[src/rtl/ct_f_spsram_64x108_ctrl_pkg.sv]
// Shared definitions for the 64x108 single-port SRAM access controller:
// geometry defaults, derived data width, FSM state type and the helper
// that turns a per-lane write mask into the active-low bit write enable.
package ct_f_spsram_64x108_ctrl_pkg;

    localparam int unsigned ADDR_WIDTH_D = 6;
    localparam int unsigned WRAP_SIZE_D  = 27;
    localparam int unsigned LANES_D      = 4;
    localparam int unsigned DATA_WIDTH   = LANES_D * WRAP_SIZE_D;

    typedef enum logic {
        ST_INIT = 1'b0,
        ST_RUN  = 1'b1
    } state_t;

    // Lane i of the result is all zeros (write) when mask[i]=1, else all ones.
    function automatic logic [DATA_WIDTH-1:0] expand_wmask(input logic [LANES_D-1:0] mask);
        logic [DATA_WIDTH-1:0] wen;
        wen = '1;
        for (int unsigned i = 0; i < LANES_D; i++) begin
            wen[i*WRAP_SIZE_D +: WRAP_SIZE_D] = {WRAP_SIZE_D{~mask[i]}};
        end
        return wen;
    endfunction

endpackage

[src/rtl/ct_f_spsram_64x108_ctrl_if.sv]
// Request/response bus of the SRAM access controller.
//   req_vld/req_rdy/req_wr/req_addr/req_wdata/req_wmask : request channel
//   rsp_vld/rsp_rdy/rsp_rdata                            : read response channel
// master = requester, slave = controller.
interface ct_f_spsram_64x108_ctrl_if;
    import ct_f_spsram_64x108_ctrl_pkg::*;

    logic                    req_vld;
    logic                    req_rdy;
    logic                    req_wr;
    logic [ADDR_WIDTH_D-1:0] req_addr;
    logic [DATA_WIDTH-1:0]   req_wdata;
    logic [LANES_D-1:0]      req_wmask;
    logic                    rsp_vld;
    logic                    rsp_rdy;
    logic [DATA_WIDTH-1:0]   rsp_rdata;

    modport master (
        output req_vld, req_wr, req_addr, req_wdata, req_wmask, rsp_rdy,
        input  req_rdy, rsp_vld, rsp_rdata
    );

    modport slave (
        input  req_vld, req_wr, req_addr, req_wdata, req_wmask, rsp_rdy,
        output req_rdy, rsp_vld, rsp_rdata
    );

endinterface

[src/rtl/ct_f_spsram_rsp_fifo.sv]
// Two-entry response FIFO holding SRAM read data until the consumer takes it.
//   clk, rst       : clock, synchronous active-high reset (flushes contents)
//   push/push_data : write one entry
//   pop            : drop the head entry
//   head           : current head entry
//   count          : occupancy 0..2
module ct_f_spsram_rsp_fifo #(
    parameter int unsigned DW = 108
) (
    input  logic          clk,
    input  logic          rst,
    input  logic          push,
    input  logic [DW-1:0] push_data,
    input  logic          pop,
    output logic [DW-1:0] head,
    output logic [1:0]    count
);

    logic [DW-1:0] mem [2];
    logic          wr_ptr;
    logic          rd_ptr;

    always_ff @(posedge clk) begin
        if (rst) begin
            mem[0] <= '0;
            mem[1] <= '0;
            wr_ptr <= 1'b0;
            rd_ptr <= 1'b0;
            count  <= '0;
        end else begin
            if (push) begin
                mem[wr_ptr] <= push_data;
                wr_ptr      <= ~wr_ptr;
            end
            if (pop) begin
                rd_ptr <= ~rd_ptr;
            end
            case ({push, pop})
                2'b10:   count <= count + 2'd1;
                2'b01:   count <= count - 2'd1;
                default: count <= count;
            endcase
        end
    end

    assign head = mem[rd_ptr];

endmodule

[src/rtl/ct_f_spsram_64x108_ctrl.sv]
// Access controller for one 64x108 single-port SRAM macro.
//   CLK, RST   : clock, synchronous active-high reset
//   bus        : request/response channel (slave side)
//   init_done  : sticky, high once the post-reset clear sequence is complete
//   sram_*     : macro pins (active-low CEN/GWEN/WEN, address, data in/out)
// After reset every entry is written with zero, then requests are passed
// combinationally to the macro; read data returns through a 2-entry FIFO.
module ct_f_spsram_64x108_ctrl
    import ct_f_spsram_64x108_ctrl_pkg::*;
#(
    parameter int unsigned ADDR_WIDTH = ADDR_WIDTH_D,
    parameter int unsigned WRAP_SIZE  = WRAP_SIZE_D,
    parameter int unsigned LANES      = LANES_D,
    parameter bit          INIT_EN    = 1'b1
) (
    input  logic                        CLK,
    input  logic                        RST,
    ct_f_spsram_64x108_ctrl_if.slave    bus,
    output logic                        init_done,
    output logic [ADDR_WIDTH-1:0]       sram_a,
    output logic                        sram_cen,
    output logic                        sram_gwen,
    output logic [LANES*WRAP_SIZE-1:0]  sram_wen,
    output logic [LANES*WRAP_SIZE-1:0]  sram_d,
    input  logic [LANES*WRAP_SIZE-1:0]  sram_q
);

    localparam int unsigned DW = LANES * WRAP_SIZE;
    localparam logic [ADDR_WIDTH-1:0] LAST_ADDR = '1;

    state_t                state;
    state_t                state_nxt;
    logic [ADDR_WIDTH-1:0] init_cnt;
    logic                  done_q;
    logic                  inflight;
    logic                  rd_acc;
    logic                  rd_ok;
    logic                  pop;
    logic                  req_rdy_c;
    logic [1:0]            fifo_cnt;
    logic [DW-1:0]         fifo_head;

    // State register, clear counter, completion flag and in-flight read flag.
    always_ff @(posedge CLK) begin
        if (RST) begin
            state    <= (INIT_EN != 1'b0) ? ST_INIT : ST_RUN;
            init_cnt <= '0;
            done_q   <= 1'b0;
            inflight <= 1'b0;
        end else begin
            state    <= state_nxt;
            if (state == ST_INIT) begin
                init_cnt <= init_cnt + 1'b1;
            end
            done_q   <= (state_nxt == ST_RUN);
            inflight <= rd_acc;
        end
    end

    always_comb begin
        state_nxt = state;
        if (state == ST_INIT && init_cnt == LAST_ADDR) begin
            state_nxt = ST_RUN;
        end
    end

    assign pop = bus.rsp_vld && bus.rsp_rdy;

    // A read needs a free slot for its data, counting the one already in
    // flight; a pop this cycle frees a slot in time for the new data.
    assign rd_ok = (({1'b0, fifo_cnt} + {2'b00, inflight}) < 3'd2) || pop;

    // RST gates every output so the macro and bus are quiet even in the
    // first reset cycle, before the registers have been cleared.
    always_comb begin
        req_rdy_c = 1'b0;
        rd_acc    = 1'b0;
        sram_cen  = 1'b1;
        sram_gwen = 1'b1;
        sram_wen  = '1;
        sram_a    = '0;
        sram_d    = '0;
        if (!RST) begin
            case (state)
                ST_INIT: begin
                    sram_cen  = 1'b0;
                    sram_gwen = 1'b0;
                    sram_wen  = '0;
                    sram_a    = init_cnt;
                end
                ST_RUN: begin
                    req_rdy_c = bus.req_wr || rd_ok;
                    if (bus.req_vld && req_rdy_c) begin
                        if (bus.req_wr) begin
                            // An all-zero mask is accepted but never reaches the macro.
                            if (|bus.req_wmask) begin
                                sram_cen  = 1'b0;
                                sram_gwen = 1'b0;
                                sram_wen  = expand_wmask(bus.req_wmask);
                                sram_a    = bus.req_addr;
                                sram_d    = bus.req_wdata;
                            end
                        end else begin
                            rd_acc   = 1'b1;
                            sram_cen = 1'b0;
                            sram_a   = bus.req_addr;
                        end
                    end
                end
                default: ;
            endcase
        end
    end

    ct_f_spsram_rsp_fifo #(
        .DW (DW)
    ) u_rsp_fifo (
        .clk       (CLK),
        .rst       (RST),
        .push      (inflight),
        .push_data (sram_q),
        .pop       (pop),
        .head      (fifo_head),
        .count     (fifo_cnt)
    );

    assign bus.req_rdy   = req_rdy_c;
    assign bus.rsp_vld   = !RST && (fifo_cnt != 2'd0);
    assign bus.rsp_rdata = bus.rsp_vld ? fifo_head : '0;
    assign init_done     = done_q && !RST;

endmodule

[src/flat_wrapper.sv]
// flat-port wrapper written by rule: the top's interface ports become plain ports
module ct_f_spsram_64x108_ctrl_flat import ct_f_spsram_64x108_ctrl_pkg::*;
#(
    parameter int unsigned ADDR_WIDTH = ADDR_WIDTH_D,
    parameter int unsigned WRAP_SIZE  = WRAP_SIZE_D,
    parameter int unsigned LANES      = LANES_D,
    parameter bit          INIT_EN    = 1'b1
)
  (CLK, RST, init_done, sram_a, sram_cen, sram_gwen, sram_wen, sram_d, sram_q, bus_req_vld, bus_req_wr, bus_req_addr, bus_req_wdata, bus_req_wmask, bus_rsp_rdy, bus_req_rdy, bus_rsp_vld, bus_rsp_rdata);
  ct_f_spsram_64x108_ctrl_if bus_i ();
  input  logic CLK;
  input  logic RST;
  output logic init_done;
  output logic [ADDR_WIDTH-1:0] sram_a;
  output logic sram_cen;
  output logic sram_gwen;
  output logic [LANES*WRAP_SIZE-1:0] sram_wen;
  output logic [LANES*WRAP_SIZE-1:0] sram_d;
  input  logic [LANES*WRAP_SIZE-1:0] sram_q;
  input wire logic [$bits(bus_i.req_vld)-1:0] bus_req_vld;
  input wire logic [$bits(bus_i.req_wr)-1:0] bus_req_wr;
  input wire logic [$bits(bus_i.req_addr)-1:0] bus_req_addr;
  input wire logic [$bits(bus_i.req_wdata)-1:0] bus_req_wdata;
  input wire logic [$bits(bus_i.req_wmask)-1:0] bus_req_wmask;
  input wire logic [$bits(bus_i.rsp_rdy)-1:0] bus_rsp_rdy;
  output wire logic [$bits(bus_i.req_rdy)-1:0] bus_req_rdy;
  output wire logic [$bits(bus_i.rsp_vld)-1:0] bus_rsp_vld;
  output wire logic [$bits(bus_i.rsp_rdata)-1:0] bus_rsp_rdata;
  assign bus_i.req_vld = bus_req_vld;
  assign bus_i.req_wr = bus_req_wr;
  assign bus_i.req_addr = bus_req_addr;
  assign bus_i.req_wdata = bus_req_wdata;
  assign bus_i.req_wmask = bus_req_wmask;
  assign bus_i.rsp_rdy = bus_rsp_rdy;
  assign bus_req_rdy = bus_i.req_rdy;
  assign bus_rsp_vld = bus_i.rsp_vld;
  assign bus_rsp_rdata = bus_i.rsp_rdata;
  ct_f_spsram_64x108_ctrl #(.ADDR_WIDTH(ADDR_WIDTH), .WRAP_SIZE(WRAP_SIZE), .LANES(LANES), .INIT_EN(INIT_EN)) u_core (.CLK(CLK), .RST(RST), .bus(bus_i), .init_done(init_done), .sram_a(sram_a), .sram_cen(sram_cen), .sram_gwen(sram_gwen), .sram_wen(sram_wen), .sram_d(sram_d), .sram_q(sram_q));
endmodule
[config.mk]
export PLATFORM = sky130hd
export DESIGN_NAME = ct_f_spsram_64x108_ctrl_flat
export DESIGN_NICKNAME = d
export VERILOG_FILES = /design/src/rtl/ct_f_spsram_64x108_ctrl_pkg.sv /design/src/rtl/ct_f_spsram_64x108_ctrl_if.sv /design/src/rtl/ct_f_spsram_rsp_fifo.sv /design/src/rtl/ct_f_spsram_64x108_ctrl.sv /design/src/flat_wrapper.sv
export SDC_FILE = /design/constraint.sdc
export NUM_CORES = 1
export LEC_CHECK = 0
export CAP_MARGIN = 5
export CORE_AREA = 3 3 218 220
export CTS_BUF_LIST = sky130_fd_sc_hd__clkbuf_16
export DETAILED_ROUTE_END_ITERATION = 10
export DIE_AREA = 0 0 221 223
export GPL_ROUTABILITY_DRIVEN = 0
export SETUP_SLACK_MARGIN = 0.02
export SLEW_MARGIN = 40
export SYNTH_ARGS = -nofsm -noshare
export SYNTH_HDL_FRONTEND = slang
export SYNTH_SLANG_ARGS = --single-unit
[constraint.sdc]
create_clock -name CLK -period 11.1 [get_ports CLK]
set_clock_uncertainty 0.05 [all_clocks]
set_input_delay 2.22 -clock CLK [delete_from_list [all_inputs] [get_ports CLK]]
set_output_delay 2.22 -clock CLK [all_outputs]
set_load 0.05 [all_outputs]
==> results of run 1 <==
-- metal layers --
metal  track usage, %  routed length (um)  vias up  part of all wire (%)
li1                 -                   -     4171                     -
met1             19.4               16600     4177                    42
met2             25.2               18800      363                    47
met3             5.37                3510       51                   8.8
met4             3.95                 933        2                   2.3
met5                0                  13        -                 0.033
-- power by group through the flow --
stage / Combinational, W / Clock, W / Sequential (W)
floorplan: 0.000140 / 0 / 0.00100
global placement: 0.000256 / 0 / 0.000995
detailed placement: 0.000257 / 0 / 0.000997
CTS: 0.000258 / 0.000911 / 0.000978
global route: 0.000269 / 0.000946 / 0.000981
finish: 0.000256 / 0.000884 / 0.000978
-- stage by stage --
step,hold slack (ns),power (W),util (%)
floorplan,0.417,0.00114,-
global placement,0.442,0.00125,38.2
detailed placement,0.461,0.00125,38.3
CTS,0.479,0.00215,40.2
global route,0.510,0.00220,40.3
finish,0.477,0.00212,40.3
-- cells in the final DEF (no fill, tap or decap), types with 3 or more instances in the layout --
master             n
clkdlybuf4s50_1  564
and2_1           303
edfxtp_1         216
nor2_1           119
mux2i_1          109
clkbuf_16         27
and2_4            18
dfxtp_1           12
nand2_1            8
clkinv_1           7
diode_2            6
inv_1              6
nand3_1            6
a22o_1             6
buf_6              6
bufinv_16          5
and2_2             4
nand2_2            4
xor2_1             4
xnor2_1            4
nor2b_1            3
a21oi_1            3
-- tightest hold or removal path, stage by stage, from the launching register on --
cell     delay (ns)
dfxtp_1        0.32
xnor2_1        0.09
nor2_1         0.08
-- area by class of cell --
type,instances,area [um^2],area share (%)
Clock inverter,18,205,1.12
Inverter,4,15.0,0.0820
Antenna cell,6,15.0,0.0820
Clock buffer,27,676,3.69
Tap cell,600,751,4.10
Sequential cell,229,6750,36.9
Multi-Input combinational cell,615,4130,22.6
Timing Repair Buffer,575,5770,31.5
-- sequential cells by signal, indices dropped and copies added (netlist names), named ones only --
register,count
u_core.u_rsp_fifo.mem,216
u_core.init_cnt,6
u_core.u_rsp_fifo.count,2
u_core.inflight,1
u_core.state,1
u_core.u_rsp_fifo.rd_ptr,1
u_core.u_rsp_fifo.wr_ptr,1
-- final timing paths --
kind,depth (start not counted),end,slack (ns)
worst max-delay path,6,sram_d[79],3.89
worst min-delay path,2,u_core.u_rsp_fifo.rd_ptr,0.48
worst min register to register,2,u_core.u_rsp_fifo.rd_ptr,0.48
worst max register to register,7,u_core.u_rsp_fifo.count[1],8.21
-- logic make-up (layout without fill, tap and decap cells) --
family / Yosys count / after routing / synth area share [%]
muxes: 109 / 109 / 9.13
AOI/OAI and AO/OA: 18 / 18 / 1.35
and+or+nand+nor: 478 / 478 / 23.0
adders and majority gates: 2 / 2 / 0.209
xor gates and xnor gates: 8 / 8 / 0.586
buffers and inverters: 170 / 624 / 9.23
other: 0 / 6 / 0
DFF: 229 / 229 / 56.5
==> flow_summary.toml, run 1 <==
[route]
drt_wl_total_mm = 39.8
dr.first_iter.drc_count = 381
vias = 8764
vias_per_cell = 4.23
drt_pre_antenna_iters = 4
wire_per_inst_um = 19.2
drcViolationCount = 0
ant_nets = 0

[global_routing]
grt_pass1_vias = 8950
grt_max_degree = 109
antenna_found_initial = 7
grt_usage_pct = 15.4
gr-total-overflow = 0
grt_pass1_wl_mm = 59.0

[synthesis]
syn_nets = 1247
yosysTopAreaCell = "edfxtp_1"
synth_edf_count = 216
synth_cell_types = 40
synth-seq-cells = 229
synth_top_flop_cell = "edfxtp_1"
synthTopCellsByCount = "and2_1 (303), edfxtp_1 (216), nor2_1 (119)"
synthTopCellsByArea = "edfxtp_1 (54%), and2_1 (16%), mux2i_1 (9.1%)"
syn-cell-area_um2 = 11900
synth-async-reset-ratio_pct = 0
ys_warn_count = 0
synthCells = 1014
yosysSeqAreaShare_pct = 56.5
post-synth-top-count-cell = "and2_1"
syn_area_per_cell_um2 = 11.8
synthDominantCellAreaShare_pct = 54.3

[pwr]
switching_power_w = 0.000482
p_sw_share_pct = 22.7
p_comb_share_pct = 12.1
peakVddDrop_v = 0.0000961
power_frac_seq_pct = 46.2
leakage_nw = 6.41
power.density_nw_per_um2 = 116
clockPowerShare_pct = 41.7
p_int_w = 0.00164

[floorplanning]
die_x_um = 221
die_area_um2 = 49300
core_area_um2 = 45500
fp-row-count = 78
die_h_um = 223
io_pins = 566
initial_core_util_pct = 26.3

[critical_path]
cp-start-kind = "input pin"
cp.required_ns = 8.83
worst-path-max-fanout = 108
cpMostUsedCell = "clkdlybuf4s50_1"
crit_slowest_cell = "clkdlybuf4s50_1"
worst-endpoint-arrival_ns = 4.94
crit_path_max_incr_delay_ns = 0.93
cp_cell_sequence = "clkdlybuf4s50_1 -> o31ai_4 -> nor2_4 -> buf_6 -> and2_1 -> clkdlybuf4s50_1"
cp.buffers_inverters = 3
crit-reg2reg-launch = "u_core.u_rsp_fifo.count[0]"
crit_start = "bus_req_wr"
path_class = "in2out"
crit_family = "buffers and inverters"
end_kind = "output pin"

[place]
placed_area_um2 = 17400
dp.cells = 2022
io_buffers = 565
place_hpwl_mm = 29.0
pre_cts_slack_ns = 3.29

[clock_network]
htreeDepth = 1
postCtsSetupBuffers = 0
cts-root-buf = "clkbuf_16"
cts.sinks = 229
cts_resized = 0
cts_buffers = 26
clk_pin_slew_worst_paths_ns = 0.06
cts_hold_repair.buffers = 0
worst_skew_pair.late_latency_ns = 0.52
cts_tree = "built"
cts_buffer_depth = 3

[layout]
area_delta_synth_final_pct = 53.3
final_area_um2 = 18300
drive_above_1_share_pct = 5.86
fin_cells = 2074
num-fill-cells = 4414
final_nets = 1684

[sta]
post-route-period-util_pct = 64.9
slew_headroom_pct = 47.3
rsz0062_at_grt = "no"
finalSetupTns_ns = 0
setup_viol = 0
setup_slack_ns = 3.89
timing_hold_violations_final = 0
period_needed_ns = 7.21
worstMarginPinSlew_ns = 0.790
max_freq_mhz = 139
maxSlewViolCount = 0

[run_status]
outcome = "finished, final reports clean"

[worst_hold_path]
holdCritPathClass = "reg2reg"
hp-start = "u_core.u_rsp_fifo.rd_ptr"

[flow_run]
drv_cap = 0
Note: power is estimated with default switching activity, not from simulation.
==> run 2, diff against run 1 <==
- clock period: 11.1 -> 6.7 ns (I/O delays scaled with it)
==> run 2 against run 1 <==
  * Register-to-register slack lost 4.3 ns
  * Clock power rose by 53%
  * Combinational power is 63% higher
  * Critical endpoint is now sram_d[96]
  * Cell count hardly changed
  * Sequential power increased by 66%
  * First-iteration DRC count grew 19%
  * Final area is 0.62% lower
==> flow_summary.toml, run 2 (synthesis results as in run 1) <==
[floorplanning]
die_x_um = 221
initial_core_util_pct = 26.3
core_area_um2 = 45500
fp-row-count = 78
io_pins = 566
die_h_um = 223
die_area_um2 = 49300

[layout]
reg.largest.list = "u_core.u_rsp_fifo.mem (216), u_core.init_cnt (6), u_core.u_rsp_fifo.count (2)"
mostFrequentLayoutCell = "clkdlybuf4s50_1"
most-common-layout-cells = "clkdlybuf4s50_1 (533), and2_1 (303), edfxtp_1 (216)"
drive_above_1_share_pct = 8.22
final_nets = 1690
largest-register = "u_core.u_rsp_fifo.mem"
largest_reg_flops = 216
area_delta_synth_final_pct = 52.3

[sta]
setup_slack_ns = 0.908
finalSetupTns_ns = 0
maxSlewViolCount = 0
worstMarginPinSlew_ns = 0.774
max_freq_mhz = 173
timing_hold_violations_final = 0
post-route-period-util_pct = 86.4
setup_viol = 0
period_needed_ns = 5.79
rsz0062_at_grt = "no"
slew_headroom_pct = 48.4

[clock_network]
cts-root-buf = "clkbuf_16"
cts_tree = "built"
cts_buffer_depth = 3
postCtsSetupBuffers = 0
cts.sinks = 229
clk_pin_slew_worst_paths_ns = 0.05
cts_resized = 0
cts_hold_repair.buffers = 0
worst_skew_pair.late_latency_ns = 0.53
htreeDepth = 1
cts_buffers = 27

[global_routing]
grt_pass1_wl_mm = 59.5
grt_pass1_vias = 9120
grt_max_degree = 109
gr-total-overflow = 0
grt_usage_pct = 15.7
antenna_found_initial = 6

[route]
drcViolationCount = 0
vias_per_cell = 4.23
vias = 8776
wire_per_inst_um = 19.6
ant_nets = 0
drt_pre_antenna_iters = 4
dr.first_iter.drc_count = 453
drt_wl_total_mm = 40.7

[pwr]
p_sw_share_pct = 23.4
clockPowerShare_pct = 39.9
switching_power_w = 0.000794
p_comb_share_pct = 12.3
peakVddDrop_v = 0.000165
leakage_nw = 6.47
p_int_w = 0.00260
power.density_nw_per_um2 = 186
power_frac_seq_pct = 47.8

[critical_path]
critPathCapture = "sram_d[96]"
crit_start = "RST"
crit-reg2reg-launch = "u_core.u_rsp_fifo.wr_ptr"
worst-endpoint-arrival_ns = 4.40
worst-path-max-fanout = 41
cp-start-kind = "input pin"
path_class = "in2out"
end_kind = "output pin"
reg2reg_to = "u_core.u_rsp_fifo.mem[1][88]"
cp.required_ns = 5.31
regToRegSetupSlack_ns = 3.96
reg2regPathDepth = 3

[place]
io_buffers = 565
pre_cts_slack_ns = 0.923
place_hpwl_mm = 29.9

[flow_run]
drv_cap = 0

[worst_hold_path]
holdCritPathClass = "reg2reg"

[run_status]
outcome = "finished, final reports clean"
run 2: cell types whose count changed in the layout (fill, tap and decap cells not counted), sizes merged:
cell and delta:
inv +3, clkinv -2, bufinv -3, clkdlybuf4s50 -31, diode -5, clkinvlp +1, buf +36
run 2: critical path, stage by stage:
cell             delay (ns)
clkdlybuf4s50_1        0.61
buf_4                  0.29
and2b_2                0.25
o31ai_4                0.09
nor2_4                 0.38
buf_4                  0.41
and2_4                 0.20
clkdlybuf4s50_1        0.81
run 2: layout make-up:
class | instances | area [um^2]
sequential | 229 | 6750
multi-input combinational | 615 | 4140
timing repair buffer | 580 | 5750
inverter | 4 | 15.0
tap | 600 | 751
clock buffer | 27 | 676
antenna | 1 | 2.50
clock inverter | 17 | 128
fill | 4430 | 27300
run 2: per-layer routing:
metal	share of wire [%]	global-route usage, %	wire length (um)
met4	1.9	3.01	770
met5	0.38	1.86	154
met2	45	24.4	18200
met1	44	21.0	18000
met3	8.8	5.78	3590
run 2: power by group through the flow:
stage	combinational [W]	clock, W	sequential, W
6_report	0.000418	0.00135	0.00162
3_5_place_dp	0.000422	0	0.00165
3_3_place_gp	0.000421	0	0.00165
2_1_floorplan	0.000231	0	0.00165
5_1_grt	0.000440	0.00145	0.00163
4_1_cts	0.000424	0.00140	0.00162
run 2: worst min-delay path by stage:
stage                              from            endpoint  cells past startpoint
3_5_place_dp   u_core.u_rsp_fifo.rd_ptr                flop                      2
2_1_floorplan        u_core.init_cnt[5]  u_core.init_cnt[5]                      2
4_1_cts        u_core.u_rsp_fifo.rd_ptr                flop                      2
5_1_grt        u_core.u_rsp_fifo.rd_ptr                flop                      2
3_3_place_gp   u_core.u_rsp_fifo.rd_ptr                flop                      2
6_report       u_core.u_rsp_fifo.rd_ptr                flop                      2
run 2: through the flow:
stage / hold WS, ns / instances / area, um^2 / util (%) / power (W)
after CTS: 0.462 / 2072 / 18200 / 40.0 / 0.00344
after global routing: 0.514 / 2072 / 18200 / 40.0 / 0.00351
final: 0.458 / 2073 / 18200 / 40.0 / 0.00339
after global placement: 0.454 / 2026 / 17400 / 38.2 / 0.00207
after floorplan: 0.417 / 1014 / 11900 / - / 0.00188
after detailed placement: 0.449 / 2028 / 17400 / 38.2 / 0.00207
==> run 3, diff against run 2 <==
- CAP_MARGIN: 5 -> 20
==> results of run 3 <==
The final DEF is identical to that of run 2; final timing and power are the same.
